`config.mk`:
```
export PLATFORM = sky130hd
export DESIGN_NAME = cdc_hsk_sender
export DESIGN_NICKNAME = d
export VERILOG_FILES = /design/src/rtl/cdc_hsk_sender.sv
export SDC_FILE = /design/constraint.sdc
export NUM_CORES = 1
export LEC_CHECK = 0
export BUFFER_PORTS_ARGS = -buffer_cell sky130_fd_sc_hd__buf_4
export CAP_MARGIN = 20
export CORE_MARGIN = 2
export CORE_UTILIZATION = 43
export DETAILED_ROUTE_END_ITERATION = 6
export GPL_ROUTABILITY_DRIVEN = 0
export HOLD_SLACK_MARGIN = 0.12
export PLACE_DENSITY = 0.66
export SLEW_MARGIN = 20
export SYNTH_ARGS = -nofsm -noshare
export SYNTH_HDL_FRONTEND = slang
export SYNTH_SLANG_ARGS = --single-unit
```
`constraint.sdc`:
```
create_clock -name src_clk -period 3.6 [get_ports src_clk]
set_input_delay 0.18 -clock src_clk [delete_from_list [all_inputs] [get_ports src_clk]]
set_output_delay 0.18 -clock src_clk [all_outputs]
set_load 0.005 [all_outputs]
```
`src/rtl/cdc_hsk_sender.sv`:
```
// Source-side four-phase request/acknowledge driver feeding a handshake synchronizer.
// Optional handshake watchdog is compiled in when CDC_HSK_SENDER_TIMEOUT_EN is defined.
`timescale 1ns/1ps
module cdc_hsk_sender #(
    parameter int WIDTH          = 16,
    parameter int TIMEOUT_CYCLES = 1024
) (
    input  logic             src_clk,
    input  logic             src_rst,
    input  logic [WIDTH-1:0] s_data,
    input  logic             s_valid,
    output logic             s_ready,
    output logic [WIDTH-1:0] src_in,
    output logic             src_send,
    input  logic             src_rcv,
    output logic             busy,
    output logic [31:0]      sent_count,
    output logic             timeout_err
);

    localparam logic [1:0] IDLE         = 2'd0;
    localparam logic [1:0] SEND         = 2'd1;
    localparam logic [1:0] WAIT_RCV_LOW = 2'd2;

    logic [1:0]       state;
    logic [1:0]       state_nxt;
    logic             hold_valid;
    logic [WIDTH-1:0] hold_data;
    logic             load;
    logic             accept;
    logic             hsk_done;

    assign load     = hold_valid && (state == IDLE);
    assign s_ready  = !hold_valid || load;
    assign accept   = s_valid && s_ready;
    assign hsk_done = (state == WAIT_RCV_LOW) && !src_rcv;
    assign busy     = hold_valid || (state != IDLE);

    // Holding register: refilled in the same cycle it drains into src_in.
    always_ff @(posedge src_clk or posedge src_rst) begin
        if (src_rst) begin
            hold_valid <= 1'b0;
        end else if (accept) begin
            hold_valid <= 1'b1;
        end else if (load) begin
            hold_valid <= 1'b0;
        end
    end

    always_ff @(posedge src_clk) begin
        if (accept) begin
            hold_data <= s_data;
        end
    end

    // src_rcv is only looked at in SEND and WAIT_RCV_LOW.
    always_comb begin
        state_nxt = state;
        case (state)
            IDLE:         if (load)     state_nxt = SEND;
            SEND:         if (src_rcv)  state_nxt = WAIT_RCV_LOW;
            WAIT_RCV_LOW: if (!src_rcv) state_nxt = IDLE;
            default:                    state_nxt = IDLE;
        endcase
    end

    always_ff @(posedge src_clk or posedge src_rst) begin
        if (src_rst) begin
            state    <= IDLE;
            src_send <= 1'b0;
            src_in   <= '0;
        end else begin
            state    <= state_nxt;
            src_send <= (state_nxt == SEND);
            if (load) begin
                src_in <= hold_data;
            end
        end
    end

    always_ff @(posedge src_clk or posedge src_rst) begin
        if (src_rst) begin
            sent_count <= 32'd0;
        end else if (hsk_done) begin
            sent_count <= sent_count + 32'd1;
        end
    end

`ifdef CDC_HSK_SENDER_TIMEOUT_EN
    localparam logic [31:0] TIMEOUT_LIMIT = 32'(TIMEOUT_CYCLES);

    logic [31:0] hsk_cycles;
    logic        in_hsk;

    assign in_hsk = (state != IDLE);

    // Counter saturates at the limit so a stuck handshake cannot wrap it.
    always_ff @(posedge src_clk or posedge src_rst) begin
        if (src_rst) begin
            hsk_cycles  <= 32'd0;
            timeout_err <= 1'b0;
        end else begin
            if (load) begin
                hsk_cycles <= 32'd0;
            end else if (in_hsk && (hsk_cycles != TIMEOUT_LIMIT)) begin
                hsk_cycles <= hsk_cycles + 32'd1;
            end
            if (in_hsk && (hsk_cycles + 32'd1 == TIMEOUT_LIMIT)) begin
                timeout_err <= 1'b1;
            end
        end
    end
`else
    // No watchdog: the threshold only matters when the counter exists.
    assign timeout_err = (TIMEOUT_CYCLES < 0) && 1'b0;
`endif

endmodule

```
==> impl_metrics.csv <==
group,metric,value,unit
cts,insertion_delay,330,ps
power_and_ir_drop,p_leak,1.71,nW
cts,tritoncts,"built",
timing,fin_crit_sh,52.5,%
logic_synthesis,syn_avg_cell_area,14.2,µm²
min_path,hold_path_end,"sent_count[31]",
logic_synthesis,yosysWarnings,0,
worst_setup_path,regToRegEndpoint,"hold_data[12]",
grt,grt_pass1_wl,8.97,mm
routing,routedWlPerCell,14.5,µm
timing,hold_violations,0,
worst_setup_path,rrSetupSlack,1710,ps
worst_setup_path,crit_arrival,1850,ps
worst_setup_path,end_kind,"flip-flop",
worst_setup_path,r2r_cells,2,
floorplanning,start_util,43.9,%
timing,worst_slew_pin_slew,781,ps
routing,vias_per_cell,4.90,
cts,cts_buffers,9,
logic_synthesis,synth_simple_gate_area_share,15.1,%
timing,fin_skew,6.20,ps
finish,layout.cells.most_common,"buf_4",
floorplanning,die_area,7060,µm²
cts,clk_pin_slew_worst_paths,70,ps
logic_synthesis,synth_fp_nets,215,
grt,grt.total_usage,16.6,%
placement,numPortBuffers,70,
worst_setup_path,reg2reg_from,"state[1]",
timing,min_period,1890,ps
timing,slew_headroom,47.9,%
finish,diodes,0,
power_and_ir_drop,power_per_cell_area,614,nW/µm²
logic_synthesis,synth_area,2750,µm²
job,drv_cap,0,
floorplanning,io_pins,72,
timing,fmax,530,MHz
power_and_ir_drop,p_switching,0.615,mW
timing,drv_slew,0,
power_and_ir_drop,intPower,1.68,mW
run_status,outcome,"complete, no violations",
logic_synthesis,synthCells,194,
floorplanning,core,6280,µm²
logic_synthesis,synth_top_family_by_area,"simple AND/OR/NAND/NOR gates",
finish,fin_nets,311,
routing,drt-pass1-iter-count,4,
worst_setup_path,path_class,"reg -> reg",
grt,grt-ovfl-total,0,
worst_setup_path,critical_path.max_stage_delay,700,ps
worst_setup_path,cp_slowest_cell,"and2_1",
finish,n_fill_cell,521,
grt,grt_max_degree,53,
worst_setup_path,path_cells,"o21ai_0 > and2_1",
min_path,holdPathStages,1,
worst_setup_path,path_buf_inv,0,
power_and_ir_drop,p_seq_share,47.7,%
floorplanning,rows,29,
cts,cts_root_buffer,"clkbuf_8",
grt,grt_pass1_vias,1803,
cts,htreeDepth,3,
min_path,hold_start,"sent_count[31]",
power_and_ir_drop,clockPowerShare,26.5,%
timing,tns,0,ps
worst_setup_path,start_kind,"flip-flop",
floorplanning,die_w,84.0,µm
finish,final_cell_mix,"buf_4 (71), dfrtp_1 (52), xnor2_1 (24)",
timing,timing.hold.ws,471,ps
routing,dr.first_iter.drc_count,55,
routing,wl,5.41,mm
finish,fin_util,59.5,%
timing,setup_viol,0,
timing,rsz0062_at_grt,"no",
logic_synthesis,ys_seq_area_share,64.7,%
floorplanning,die_y,84.0,µm
logic_synthesis,ys_seq_elements,68,
logic_synthesis,synthXorXnorAreaFrac,10.2,%
routing,drcViolationCount,0,
logic_synthesis,synth_compound_area_share,0.182,%
placement,dp_hpwl,3.50,mm
grt,antenna_found_initial,0,
logic_synthesis,ys_types,33,
min_path,hp-class,"reg -> reg",
worst_setup_path,cp_data_required_time,3560,ps
cts,cts.repair.resized,0,
cts,clock_sinks,68,
power_and_ir_drop,ir_drop,0.459,mV
worst_setup_path,cp_max_fo,16,
finish,drive_gt1_share,37.6,%
routing,drt.antenna.violating_nets,0,
logic_synthesis,synth_fa_ha_area_share,0.455,%
finish,area_growth,35.7,%
power_and_ir_drop,p_sw_share,26.8,%
routing,vias,1821,
power_and_ir_drop,power.share.combinational,25.7,%
worst_setup_path,crit_family,"simple AND/OR/NAND/NOR gates",
cts,clk_path_buf_depth,2,
logic_synthesis,muxShareOfSynthArea,7.32,%
-- worst max-delay path by stage --
stage	start	end	slack, ps	cells after the start
finish	state[1]	hold_data[12]	1710	2
global route	sent_count[0]	sent_count[30]	1540	5
CTS	state[1]	hold_data[12]	1690	2
detailed placement	state[1]	hold_data[8]	1700	2
global placement	state[0]	sent_count[31]	1730	4
floorplan	state[1]	hold_data[0]	1950	3
-- flip-flops by register name (all words and copies together) (netlist names) --
signal,cells
src_send,1
hold_valid,1
hold_data,16
sent_count,32
state,2
src_in,16
-- per-layer routing --
| layer | wire [µm] | vias to the layer above | GRT usage (%) |
|---|---|---|---|
| met3 | 301 | 9 | 4.75 |
| li1 | - | 874 | - |
| met1 | 2370 | 894 | 21.9 |
| met5 | 0 | - | 0 |
| met2 | 2640 | 44 | 24.7 |
| met4 | 96 | 0 | 9.38 |
-- cell families after synthesis --
family | count (synthesis)
AND/OR/NAND/NOR | 63
other | 1
adder cells (fa/ha/maj) | 1
multiplexers | 18
AO/OA/AOI/OAI | 1
XOR/XNOR | 32
buffers and inverters | 10
flip-flops | 68
-- layout make-up --
cell class | instances | area [µm²] | share of cell area [%]
clock buffer | 11 | 141 | 3.79
sequential | 68 | 1780 | 47.7
clock inverter | 5 | 51.3 | 1.37
inverter | 5 | 21.3 | 0.570
timing repair buffer | 90 | 723 | 19.4
multi-input combinational | 116 | 920 | 24.6
tap | 77 | 96.3 | 2.58
-- power groups by stage --
stage,Clock [mW],Sequential (mW),Combinational (mW)
3_5_place_dp,0,1.11,0.582
4_1_cts,0.628,1.10,0.599
2_1_floorplan,0,1.09,0.323
3_3_place_gp,0,1.11,0.570
5_1_grt,0.667,1.12,0.635
6_report,0.609,1.10,0.590
-- cells in the mapped netlist (all sizes together) --
| library cell | instances | share of area (%) |
|---|---|---|
| dfrtp | 52 | 47 |
| xnor2 | 24 | 7.6 |
| mux2 | 17 | 7.0 |
| edfxtp | 16 | 17 |
| nand3 | 11 | 2.0 |
| nand4 | 10 | 2.7 |
| nand2 | 8 | 1.1 |
| nor2 | 8 | 1.1 |
| xor2 | 8 | 2.5 |
| and4 | 6 | 1.9 |
| buf | 5 | 1.2 |
| inv | 5 | 0.68 |
| and3 | 3 | 0.68 |
| nor3 | 3 | 0.55 |
| nor4 | 3 | 1.8 |
| and2 | 2 | 0.45 |
| nand4bb | 2 | 1.0 |
| nor3b | 2 | 0.73 |
| or2 | 2 | 0.45 |
| or3 | 2 | 0.45 |
| conb | 1 | 0.14 |
| ha | 1 | 0.45 |
| mux2i | 1 | 0.36 |
| nand2b | 1 | 0.23 |
| o21ai | 1 | 0.18 |
-- metrics by stage --
step | worst slack [ps] | area, µm² | power [mW] | std cells
CTS | 1690 | 3730 | 2.32 | 372
finish | 1710 | 3730 | 2.29 | 372
detailed placement | 1700 | 3350 | 1.69 | 337
global placement | 1730 | 3350 | 1.68 | 337
global route | 1540 | 3730 | 2.42 | 372
floorplan | 1950 | 2750 | 1.41 | 194
-- timing repair --
item                                   CTS  global route
buffers inserted                         0             0
setup endpoints to repair                0             0
endpoints found under the hold margin   70             0
hold buffers                            19             0
No activity file was read; power rests on OpenSTA's default activity.
